## config.mk

```make
export PLATFORM = sky130hd
export DESIGN_NAME = variable_node_update
export DESIGN_NICKNAME = d
export VERILOG_FILES = /design/src/rtl/variable_node_update.sv
export SDC_FILE = /design/constraint.sdc
export NUM_CORES = 1
export LEC_CHECK = 0
export BUFFER_PORTS_ARGS = -buffer_cell sky130_fd_sc_hd__buf_4
export CAP_MARGIN = 20
export CELL_PAD_IN_SITES_DETAIL_PLACEMENT = 1
export CELL_PAD_IN_SITES_GLOBAL_PLACEMENT = 2
export CORE_ASPECT_RATIO = 0.75
export CORE_MARGIN = 4
export CORE_UTILIZATION = 25
export DETAILED_ROUTE_END_ITERATION = 10
export PLACE_DENSITY_LB_ADDON = 0.1
export SLEW_MARGIN = 20
export SYNTH_ARGS = -nofsm -noshare
export SYNTH_HDL_FRONTEND = slang
export SYNTH_SLANG_ARGS = --single-unit
```

## constraint.sdc

```tcl
create_clock -name CLK100MHZ -period 5.15 [get_ports CLK100MHZ]
set_clock_uncertainty 0.15 [all_clocks]
set_input_delay 0 -clock CLK100MHZ [delete_from_list [all_inputs] [get_ports CLK100MHZ]]
set_output_delay 0 -clock CLK100MHZ [all_outputs]
set_load 0.03 [all_outputs]
```

## src/rtl/variable_node_update.sv

```systemverilog
// Variable-node belief update: multiplies unary beliefs by NUM_MSG factor messages
// in Q0.8, max-normalizes by left shifts and hands the belief pair downstream.
module variable_node_update #(
  parameter int unsigned NUM_MSG = 3
) (
  input  logic       CLK100MHZ,
  input  logic       Reset,
  input  logic       start,
  input  logic [7:0] unary0,
  input  logic [7:0] unary1,
  input  logic       msg_valid,
  output logic       msg_ready,
  input  logic [7:0] msg0,
  input  logic [7:0] msg1,
  output logic       belief_valid,
  input  logic       belief_ready,
  output logic [7:0] belief0,
  output logic [7:0] belief1,
  output logic [2:0] norm_shift,
  output logic       busy
);

  localparam int unsigned DW = 8;
  localparam int unsigned PW = 2 * DW;
  localparam int unsigned CW = 4;
  localparam int unsigned SW = 3;

  typedef enum logic [1:0] {
    S_IDLE,
    S_ACCUM,
    S_NORM,
    S_OUT
  } state_t;

  state_t        r_state;
  state_t        w_state_nxt;
  logic [DW-1:0] r_acc0;
  logic [DW-1:0] r_acc1;
  logic [DW-1:0] w_acc0_nxt;
  logic [DW-1:0] w_acc1_nxt;
  logic [CW-1:0] r_cnt;
  logic [CW-1:0] w_cnt_nxt;
  logic [SW-1:0] r_shift;
  logic [SW-1:0] w_shift_nxt;
  logic          r_msg_ready;
  logic          r_belief_valid;
  logic          r_busy;
  logic [DW-1:0] w_mul0;
  logic [DW-1:0] w_mul1;

  // Q0.8 product keeps the upper byte, truncated
  assign w_mul0 = DW'((PW'(r_acc0) * PW'(msg0)) >> DW);
  assign w_mul1 = DW'((PW'(r_acc1) * PW'(msg1)) >> DW);

  // Next-state and datapath update
  always_comb begin
    w_state_nxt = r_state;
    w_acc0_nxt  = r_acc0;
    w_acc1_nxt  = r_acc1;
    w_cnt_nxt   = r_cnt;
    w_shift_nxt = r_shift;
    case (r_state)
      S_IDLE: begin
        if (start) begin
          w_acc0_nxt  = unary0;
          w_acc1_nxt  = unary1;
          w_cnt_nxt   = '0;
          w_shift_nxt = '0;
          w_state_nxt = S_ACCUM;
        end
      end
      S_ACCUM: begin
        if (msg_valid) begin
          w_acc0_nxt = w_mul0;
          w_acc1_nxt = w_mul1;
          w_cnt_nxt  = r_cnt + CW'(1);
          if (r_cnt == CW'(NUM_MSG - 1)) begin
            w_state_nxt = S_NORM;
          end
        end
      end
      S_NORM: begin
        if ((r_acc0 == '0) && (r_acc1 == '0)) begin
          w_state_nxt = S_OUT;
        end else if (!r_acc0[DW-1] && !r_acc1[DW-1]) begin
          w_acc0_nxt  = {r_acc0[DW-2:0], 1'b0};
          w_acc1_nxt  = {r_acc1[DW-2:0], 1'b0};
          w_shift_nxt = r_shift + SW'(1);
        end else begin
          w_state_nxt = S_OUT;
        end
      end
      S_OUT: begin
        if (belief_ready) begin
          w_state_nxt = S_IDLE;
        end
      end
      default: w_state_nxt = S_IDLE;
    endcase
  end

  // State, datapath and registered handshake outputs
  always_ff @(posedge CLK100MHZ or negedge Reset) begin
    if (!Reset) begin
      r_state        <= S_IDLE;
      r_acc0         <= '0;
      r_acc1         <= '0;
      r_cnt          <= '0;
      r_shift        <= '0;
      r_msg_ready    <= 1'b0;
      r_belief_valid <= 1'b0;
      r_busy         <= 1'b0;
    end else begin
      r_state        <= w_state_nxt;
      r_acc0         <= w_acc0_nxt;
      r_acc1         <= w_acc1_nxt;
      r_cnt          <= w_cnt_nxt;
      r_shift        <= w_shift_nxt;
      r_msg_ready    <= (w_state_nxt == S_ACCUM);
      r_belief_valid <= (w_state_nxt == S_OUT);
      r_busy         <= (w_state_nxt != S_IDLE);
    end
  end

  assign msg_ready    = r_msg_ready;
  assign belief_valid = r_belief_valid;
  assign busy         = r_busy;
  assign belief0      = r_acc0;
  assign belief1      = r_acc1;
  assign norm_shift   = r_shift;

endmodule

```

==> results.ini, run 1 <==
[critical_path]
worstPathMaxFanout=12
cp-end-kind=flip-flop
worstSetupPathType=flip-flop to flip-flop
startpoint_type=flip-flop
critPathRequiredTime_ns=5.19
critPathArrivalTime_ns=4.87

[timing]
slew_violations=0
post-route-min-period_ns=4.83
post-route-period-util_pct=93.8
grt_setup_unrepaired=false
worst_slew_pin_slew_ns=0.565
hold_viol=0
tns_ns=0
maxSlewHeadroom_pct=61.9
setup_viol=0
fmaxAchievable_mhz=207

[synthesis]
netlist_instances=660
ys_warn_count=0
synth-seq-cells=28
async_flop_share_pct=100
yosysSeqAreaShare_pct=12.1
synthFlopType=dfrtp_1
syn-num-nets=840
synth_cell_types=66
avgSynthCellArea_sq_um=8.74
netlist_area_sq_mm=0.00577
synth_edf_count=0

[floorplanning]
die-width_um=183
num_rows=47
die_h_um=140
pin_count=59
placeableCoreArea_sq_mm=0.0223
start_util_pct=25.8
die_area_sq_mm=0.0256

[cells_and_area]
final_nets=907
final_cell_mix=and2_1 (99), inv_1 (95), buf_4 (75)
drive_gt1_share_pct=13.1
area_growth_pct=18.4
final_common_cell=and2_1

[clock_network]
cts_max_path_buffers=2
htreeDepth=1
cts_made_buffers=3
cts_resized=0
clkSlewWorstSetupHoldPaths_ns=0.08
cts_root_buf=clkbuf_16
cts_setup_buffers=0
clock-sinks=28
clock_latency_ns=0.28
cts_tree=built

[grt]
antenna_found_initial=0
grt_pass1_wl_um=30500
track_usage_pct=14.8
grt_pass1_vias=5451
grt_max_degree=39
grt-ovfl-total=0

[routing]
routedWlPerCell_um=17.8
drc=0
vias=4804
viasPerCell=4.71
firstDrtPassIters=4
drt_iter0_drc=200
totalWireLength_um=18200
drtAntennaViolNets=0

[job]
maxCapViolations=0

[min_path]
hp-class=input port to async pin

[place]
hpwl_um=15300
port-buffer-count=58
place_congestion=0.742

[status]
status=finished, final reports clean

path summary, 6_finish.rpt:
| kind | start | endpoint | slack [ns] | depth (start not counted) |
|---|---|---|---|---|
| min in group CLK100MHZ | unary1[6] | belief1[6] | 0.05 | 4 |
| setup reg to reg | belief1[2] | belief1[4] | 0.32 | 14 |
| hold reg to reg | norm_shift[0] | norm_shift[0] | 0.41 | 1 |
| max in group asynchronous | Reset | belief0[0] | 4.50 | 2 |
| setup / recovery | belief1[2] | belief1[4] | 0.32 | 14 |
| hold / removal | Reset | r_cnt[1] | 0.05 | 2 |
through the flow:
stage          util [%]  cell area [sq um]  worst slack (ns)  std cells  hold WS [ns]
3_3_place_gp       29.3               6550             0.451        999        -0.174
4_1_cts            30.6               6830             0.302       1020        0.0376
2_1_floorplan         -               5770             0.416        660        -0.446
5_1_grt            30.6               6830            0.0903       1020        0.0749
6_report           30.6               6830             0.318       1021        0.0488
3_5_place_dp       29.3               6550             0.323        999        -0.170
sequential cells by signal (all words and copies together) (netlist names):
signal,cells
norm_shift,3
msg_ready,1
busy,1
belief_valid,1
belief1,8
r_cnt,4
r_state,2
belief0,8
synth_stat cells (6+ instances only):
cell | n | area share, %
a21o_1 | 6 | 0.78
a21oi_1 | 27 | 2.3
and2_1 | 99 | 11
buf_2 | 6 | 0.52
clkbuf_1 | 18 | 1.2
dfrtp_1 | 28 | 12
fa_1 | 70 | 24
ha_1 | 73 | 16
inv_1 | 95 | 6.2
nand2_1 | 53 | 3.4
nand2b_1 | 8 | 0.87
nand3_1 | 6 | 0.52
nor2_1 | 20 | 1.3
nor2b_1 | 9 | 0.98
nor3_1 | 10 | 0.87
o21ai_0 | 26 | 2.3
o221ai_1 | 6 | 0.91
xnor2_1 | 7 | 1.1
xor2_1 | 8 | 1.2
worst max-delay path: stages, from the launching register on:
cell	delay, ns
dfrtp_1	0.64
and2_1	0.23
fa_1	0.44
fa_1	0.46
fa_1	0.49
inv_1	0.05
fa_1	0.47
inv_1	0.05
ha_1	0.36
a21o_1	0.20
a221o_1	0.36
a221oi_2	0.37
o21bai_1	0.12
xnor2_1	0.14
o31ai_1	0.20
repair_timing:
action / in CTS / in global routing
setup endpoints to repair: 0 / 0
hold buffers: 17 / 0
hold endpoints to repair: 45 / 0
routing by layer:
metal	vias up	track usage [%]	share of wire, %
met2	73	22.8	43
met5	-	0	0
met1	2430	23.1	53
met3	2	1.98	3.7
met4	0	0.470	0.083
li1	2299	-	-
area by class of cell:
type | count | area, sq um
clock inverters | 1 | 30.0
well taps | 294 | 368
multi-input cells | 507 | 4560
fillers | 2623 | 15500
flip-flops and latches | 28 | 701
diodes | 1 | 2.50
repair buffers | 92 | 733
clock buffers | 3 | 75.1
inverters | 95 | 357
cell families (layout without fill, tap and decap cells):
logic type,count (synthesis),after routing,share of synthesized area [%]
muxes,5,5,0.868
other,0,1,0
xor gates and xnor gates,15,15,2.28
DFF,28,28,12.1
and+or+nand+nor,230,230,22.6
AOI/OAI and AO/OA,114,114,13.2
buffers and inverters,125,191,8.72
adders and majority gates,143,143,40.1
Power of run 1 is not shown: default switching activity piles up to over one toggle a cycle in this logic, so the estimate is an artifact.
==> run 2, diff against run 1 <==
--- a/config.mk
+++ b/config.mk
@@ -5,13 +5,13 @@
 export SDC_FILE = /design/constraint.sdc
 export NUM_CORES = 1
 export LEC_CHECK = 0
-export BUFFER_PORTS_ARGS = -buffer_cell sky130_fd_sc_hd__buf_4
+export BUFFER_PORTS_ARGS = -buffer_cell sky130_fd_sc_hd__clkbuf_2
 export CAP_MARGIN = 20
 export CELL_PAD_IN_SITES_DETAIL_PLACEMENT = 1
 export CELL_PAD_IN_SITES_GLOBAL_PLACEMENT = 2
 export CORE_ASPECT_RATIO = 0.75
 export CORE_MARGIN = 4
-export CORE_UTILIZATION = 25
+export CORE_UTILIZATION = 30
 export DETAILED_ROUTE_END_ITERATION = 10
 export PLACE_DENSITY_LB_ADDON = 0.1
 export SLEW_MARGIN = 20
==> run 2 against run 1 <==
Flip-flop and latch count unchanged. Count of clock-buffer cells in the layout unchanged. Routed wire length fell by 4.1%. Setup slack worse by 0.022 ns. Sequential share of layout area increased by 0.33 points. Cell count decreased by 4.9%. First-iteration DRC count fell by 25%. Global-route usage increased by 2.0 points. Register-to-register slack got worse by 0.02 ns. Critical path depth unchanged. Fmax shrank 0.45%. Hold slack worse by 0.042 ns.
==> results.ini, run 2 (synthesis results as in run 1) <==
[clock_network]
clock_latency_ns=0.28  ; about the same
cts_tree=built  ; unchanged
htreeDepth=1  ; unchanged
clkSlewWorstSetupHoldPaths_ns=0.07  ; was 0.08 ns
cts_max_path_buffers=2  ; unchanged
cts_made_buffers=3  ; unchanged
clock-sinks=28  ; unchanged
cts_root_buf=clkbuf_16  ; unchanged

[routing]
viasPerCell=4.92  ; was 4.71
drt_iter0_drc=150  ; was 200
vias=4782  ; was 4,804
firstDrtPassIters=4  ; unchanged
drc=0  ; unchanged
routedWlPerCell_um=18.0  ; was 17.8 um
drtAntennaViolNets=0  ; unchanged
totalWireLength_um=17400  ; was 18,200 um

[status]
status=finished, final reports clean  ; unchanged

[grt]
grt_pass1_vias=5296  ; was 5,451
grt_max_degree=34  ; was 39
antenna_found_initial=1  ; was 0
track_usage_pct=16.8  ; was 14.8%
grt_pass1_wl_um=29200  ; was 30,500 um
grt-ovfl-total=0  ; unchanged

[critical_path]
path_cells=and2_1 -> fa_1 -> fa_1 -> fa_1 -> inv_1 -> fa_1 -> inv_1 -> ha_1 -> a21o_1 -> a221o_1 -> a221oi_2 -> o21bai_1 -> xnor2_1 -> o31ai_1  ; unchanged
max_stage_delay_ns=0.56  ; was 0.64 ns
crit_buf_inv=2  ; unchanged
worstPathMaxFanout=12  ; unchanged
critPathRequiredTime_ns=5.17  ; was 5.19 ns
critPathArrivalTime_ns=4.88  ; was 4.87 ns
cp_slowest_cell=dfrtp_1  ; unchanged
crit_family=adder cells  ; unchanged
cp-end-kind=flip-flop  ; unchanged
crit_path_frequent_cell=fa_1  ; unchanged
worstSetupPathType=flip-flop to flip-flop  ; unchanged
startpoint_type=flip-flop  ; unchanged

[cells_and_area]
num_antenna_cells=0  ; was 1
postLayoutCellArea_sq_mm=0.00662  ; was 0.00683 sq mm
final_cell_mix=and2_1 (99), inv_1 (95), ha_1 (73)  ; was and2_1 (99), inv_1 (95), buf_4 (75)
drive_gt1_share_pct=13.0  ; was 13.1%
final_common_cell=and2_1  ; unchanged
final_nets=905  ; was 907
area_growth_pct=14.8  ; was 18.4%

[floorplanning]
die_area_sq_mm=0.0215  ; was 0.0256 sq mm
pin_count=59  ; unchanged
placeableCoreArea_sq_mm=0.0187  ; was 0.0223 sq mm
die_h_um=128  ; was 140 um
start_util_pct=30.9  ; was 25.8%
die-width_um=168  ; was 183 um
num_rows=43  ; was 47

[timing]
setup_slack_ns=0.296  ; was 0.318 ns
grt_setup_unrepaired=false  ; unchanged
slew_violations=0  ; unchanged
fmaxAchievable_mhz=206  ; was 207 MHz
post-route-min-period_ns=4.85  ; was 4.83 ns
setup_viol=0  ; unchanged
hold_viol=0  ; unchanged
tns_ns=0  ; unchanged
maxSlewHeadroom_pct=43.5  ; was 61.9%
worst_slew_pin_slew_ns=0.848  ; was 0.565 ns
post-route-period-util_pct=94.2  ; was 93.8%

[job]
maxCapViolations=0  ; unchanged

[place]
hpwl_um=14600  ; was 15,300 um
placed_cell_area_sq_mm=0.00634  ; was 0.00655 sq mm
pre_cts_ws_ns=0.124  ; was 0.323 ns
port-buffer-count=58  ; unchanged
place_congestion=0.821  ; was 0.742

[min_path]
hp-class=input port to flip-flop  ; was input port to async pin

run 2: per-layer routing:
metal	global-route usage [%]	part of all wire, %	routed length (um)	vias to the layer above
li1	-	-	-	2302
met1	26.2	54	9390	2419
met2	26.0	43	7500	55
met3	2.10	2.9	509	4
met4	0.859	0.13	23	2
met5	0	0.046	8	-
run 2: per-stage QoR:
stage	std cells	hold WS, ns	utilization [%]
2_1_floorplan	660	-0.446	-
3_3_place_gp	951	-0.0156	34.0
3_5_place_dp	951	-0.000609	34.0
4_1_cts	971	0.00661	35.4
5_1_grt	971	0.0548	35.5
6_report	971	0.00729	35.5
run 2: path summary, 6_finish.rpt:
check	start	end	slack [ns]	cells past startpoint
hold / removal	unary0[0]	belief0[0]	0.007	4
min in group asynchronous	Reset	r_cnt[0]	0.20	2
setup reg to reg	belief1[3]	belief1[4]	0.30	14
max in group asynchronous	Reset	belief0[2]	4.11	2
hold reg to reg	norm_shift[0]	norm_shift[0]	0.37	1
setup / recovery	belief1[3]	belief1[4]	0.30	14
run 2: what timing repair did:
item	4_1_cts	5_1_grt
hold buffers	16	0
gates resized for setup	0	2
endpoints found under the setup margin	0	2
hold endpoints to repair	43	0
setup buffers	0	0
run 2: tightest hold or removal path, delay by kind of cell:
kind            cells  cell delay [ns]
compound gates      2             0.13
simple gates        1             0.17
buf+inv             1             0.09
run 2: layout make-up:
type | instances | area, sq um
clock buffers | 3 | 75.1
clock inverters | 1 | 30.0
fillers | 2209 | 12000
inverters | 95 | 357
multi-input cells | 507 | 4580
flip-flops and latches | 28 | 701
well taps | 247 | 309
repair buffers | 90 | 571
Power of run 2 is left out for the same reason.
==> run 3, diff against run 2 <==
--- a/config.mk
+++ b/config.mk
@@ -5,7 +5,7 @@
 export SDC_FILE = /design/constraint.sdc
 export NUM_CORES = 1
 export LEC_CHECK = 0
-export BUFFER_PORTS_ARGS = -buffer_cell sky130_fd_sc_hd__clkbuf_2
+export BUFFER_PORTS_ARGS = -buffer_cell sky130_fd_sc_hd__buf_2
 export CAP_MARGIN = 20
 export CELL_PAD_IN_SITES_DETAIL_PLACEMENT = 1
 export CELL_PAD_IN_SITES_GLOBAL_PLACEMENT = 2
==> run 3 against run 2 <==
Flip-flop and latch count is the same. Die area is the same. Routed wire length shrank 0.80%. Sequential share of layout area is essentially flat. Count of clock-buffer cells in the layout is the same. Via count shrank 1.1%. Global-route usage shrank 0.26 points. Hold slack lost 0.0071 ns. Highest routed layer unchanged.
==> results.ini, run 3 (synthesis results as in run 1) <==
[status]
status=finished, final reports clean  ; unchanged

[clock_network]
cts_tree=built  ; unchanged
clock-sinks=28  ; unchanged
cts_max_path_buffers=2  ; unchanged
clkSlewWorstSetupHoldPaths_ns=0.08  ; was 0.07 ns
clock_latency_ns=0.28  ; about the same
cts_made_buffers=3  ; unchanged
cts_root_buf=clkbuf_16  ; unchanged
htreeDepth=1  ; unchanged

[grt]
track_usage_pct=16.5  ; was 16.8%
grt_util_met2_pct=25.2  ; was 26.0%
grt_pass1_wl_um=28700  ; was 29,200 um
grt_busiest_layer=met1  ; unchanged
grt_pass1_vias=5216  ; was 5,296
grt-ovfl-total=0  ; unchanged
grt_max_degree=34  ; unchanged
antenna_found_initial=1  ; unchanged
gr-usage-met3_pct=2.50  ; was 2.10%
grtUsageMet1_pct=25.9  ; was 26.2%

[timing]
tns_ns=0  ; unchanged
whs_ns=0.000217  ; was 0.00729 ns
worst_slew_pin_slew_ns=0.793  ; was 0.848 ns
slew_violations=0  ; unchanged
fmaxAchievable_mhz=205  ; was 206 MHz
hold_viol=0  ; unchanged
post-route-period-util_pct=94.7  ; was 94.2%
maxSlewHeadroom_pct=47.1  ; was 43.5%
setup_viol=0  ; unchanged
grt_setup_unrepaired=false  ; unchanged
post-route-min-period_ns=4.88  ; was 4.85 ns

[floorplanning]
die-width_um=168  ; unchanged
num_rows=43  ; unchanged
placeableCoreArea_sq_mm=0.0187  ; unchanged
pin_count=59  ; unchanged
die_area_sq_mm=0.0215  ; unchanged
die_h_um=128  ; unchanged
start_util_pct=30.9  ; unchanged

[cells_and_area]
final_nets=904  ; was 905
final_cell_mix=and2_1 (99), inv_1 (95), ha_1 (73)  ; unchanged
final_common_cell=and2_1  ; unchanged
regArea_sq_um=701  ; unchanged
area_growth_pct=14.4  ; was 14.8%
multi_input_area_sq_mm=0.00457  ; was 0.00458 sq mm
drive_gt1_share_pct=12.9  ; was 13.0%
num_antenna_cells=0  ; unchanged
fill_cells=2218  ; was 2,209

[critical_path]
crit_path_frequent_cell=fa_1  ; unchanged
max_stage_delay_ns=0.55  ; was 0.56 ns
critPathRequiredTime_ns=5.17  ; about the same
cp-end-kind=flip-flop  ; unchanged
worstPathMaxFanout=12  ; unchanged
startpoint_type=flip-flop  ; unchanged
cp_slowest_cell=dfrtp_1  ; unchanged
path_cells=and2_1 -> fa_1 -> fa_1 -> fa_1 -> inv_1 -> fa_1 -> inv_1 -> ha_1 -> o21ai_0 -> nor2_1 -> a2111oi_2 -> nor2_1 -> xor2_1 -> a221o_1  ; was and2_1 -> fa_1 -> fa_1 -> fa_1 -> inv_1 -> fa_1 -> inv_1 -> ha_1 -> a21o_1 -> a221o_1 -> a221oi_2 -> o21bai_1 -> xnor2_1 -> o31ai_1
worstSetupPathType=flip-flop to flip-flop  ; unchanged
critPathArrivalTime_ns=4.90  ; was 4.88 ns

[place]
port-buffer-count=58  ; unchanged
place_congestion=0.800  ; was 0.821
hpwl_um=14400  ; was 14,600 um

[routing]
totalWireLength_um=17300  ; was 17,400 um
routedWlPerCell_um=17.8  ; was 18.0 um
drc=0  ; unchanged
vias=4729  ; was 4,782
firstDrtPassIters=4  ; unchanged
drt_iter0_drc=142  ; was 150
drtAntennaViolNets=0  ; unchanged
viasPerCell=4.88  ; was 4.92

[min_path]
hp-class=input port to flip-flop  ; unchanged

[job]
maxCapViolations=0  ; unchanged

## run 3: cell type report
class | count | area share [%]
flip-flops and latches | 28 | 10.6
clock buffers | 3 | 1.14
multi-input cells | 507 | 69.2
inverters | 95 | 5.40
repair buffers | 89 | 8.53
clock inverters | 1 | 0.455
well taps | 247 | 4.68
## run 3: repair_timing
action                                 in CTS  in global routing
hold buffers                               16                  0
buffers inserted                            0                  0
setup endpoints to repair                   0                  1
resized for setup                           0                  1
endpoints found under the hold margin      43                  0
## run 3: path summary, 6_finish.rpt
| path | start | to | slack [ns] | cells after the start |
|---|---|---|---|---|
| worst min register to register | norm_shift[0] | norm_shift[0] | 0.38 | 1 |
| min in group asynchronous | Reset | r_cnt[0] | 0.18 | 2 |
| worst min-delay path | unary0[0] | belief0[0] | 0.0002 | 4 |
| worst max register to register | belief1[3] | belief1[6] | 0.27 | 14 |
| worst max-delay path | belief1[3] | belief1[6] | 0.27 | 14 |
| max in group asynchronous | Reset | belief1[2] | 4.17 | 2 |
## run 3: per-layer routing
| layer | wire (um) | vias to the layer above |
|---|---|---|
| met1 | 9600 | 2379 |
| met4 | 17 | 2 |
| met5 | 20 | - |
| met3 | 507 | 4 |
| li1 | - | 2293 |
| met2 | 7140 | 51 |
## run 3: critical path, delay by kind of cell (launching register included)
kind / cells / cell delay (ns)
AO/OA/AOI/OAI: 3 / 1.07
XOR/XNOR: 1 / 0.16
adder cells (fa/ha/maj): 5 / 2.31
buffers and inverters: 2 / 0.09
flip-flops: 1 / 0.55
AND/OR/NAND/NOR: 3 / 0.45
## run 3: per-stage QoR
| step | setup slack (ns) | cells | utilization (%) | instance area (sq um) |
|---|---|---|---|---|
| final | 0.270 | 970 | 35.4 | 6600 |
| after global routing | 0.000829 | 970 | 35.4 | 6600 |
| after CTS | 0.214 | 970 | 35.3 | 6600 |
| after detailed placement | 0.244 | 950 | 33.9 | 6330 |
| after global placement | 0.276 | 950 | 33.9 | 6330 |
| after floorplan | 0.416 | 660 | - | 5770 |
Power of run 3 is left out for the same reason.
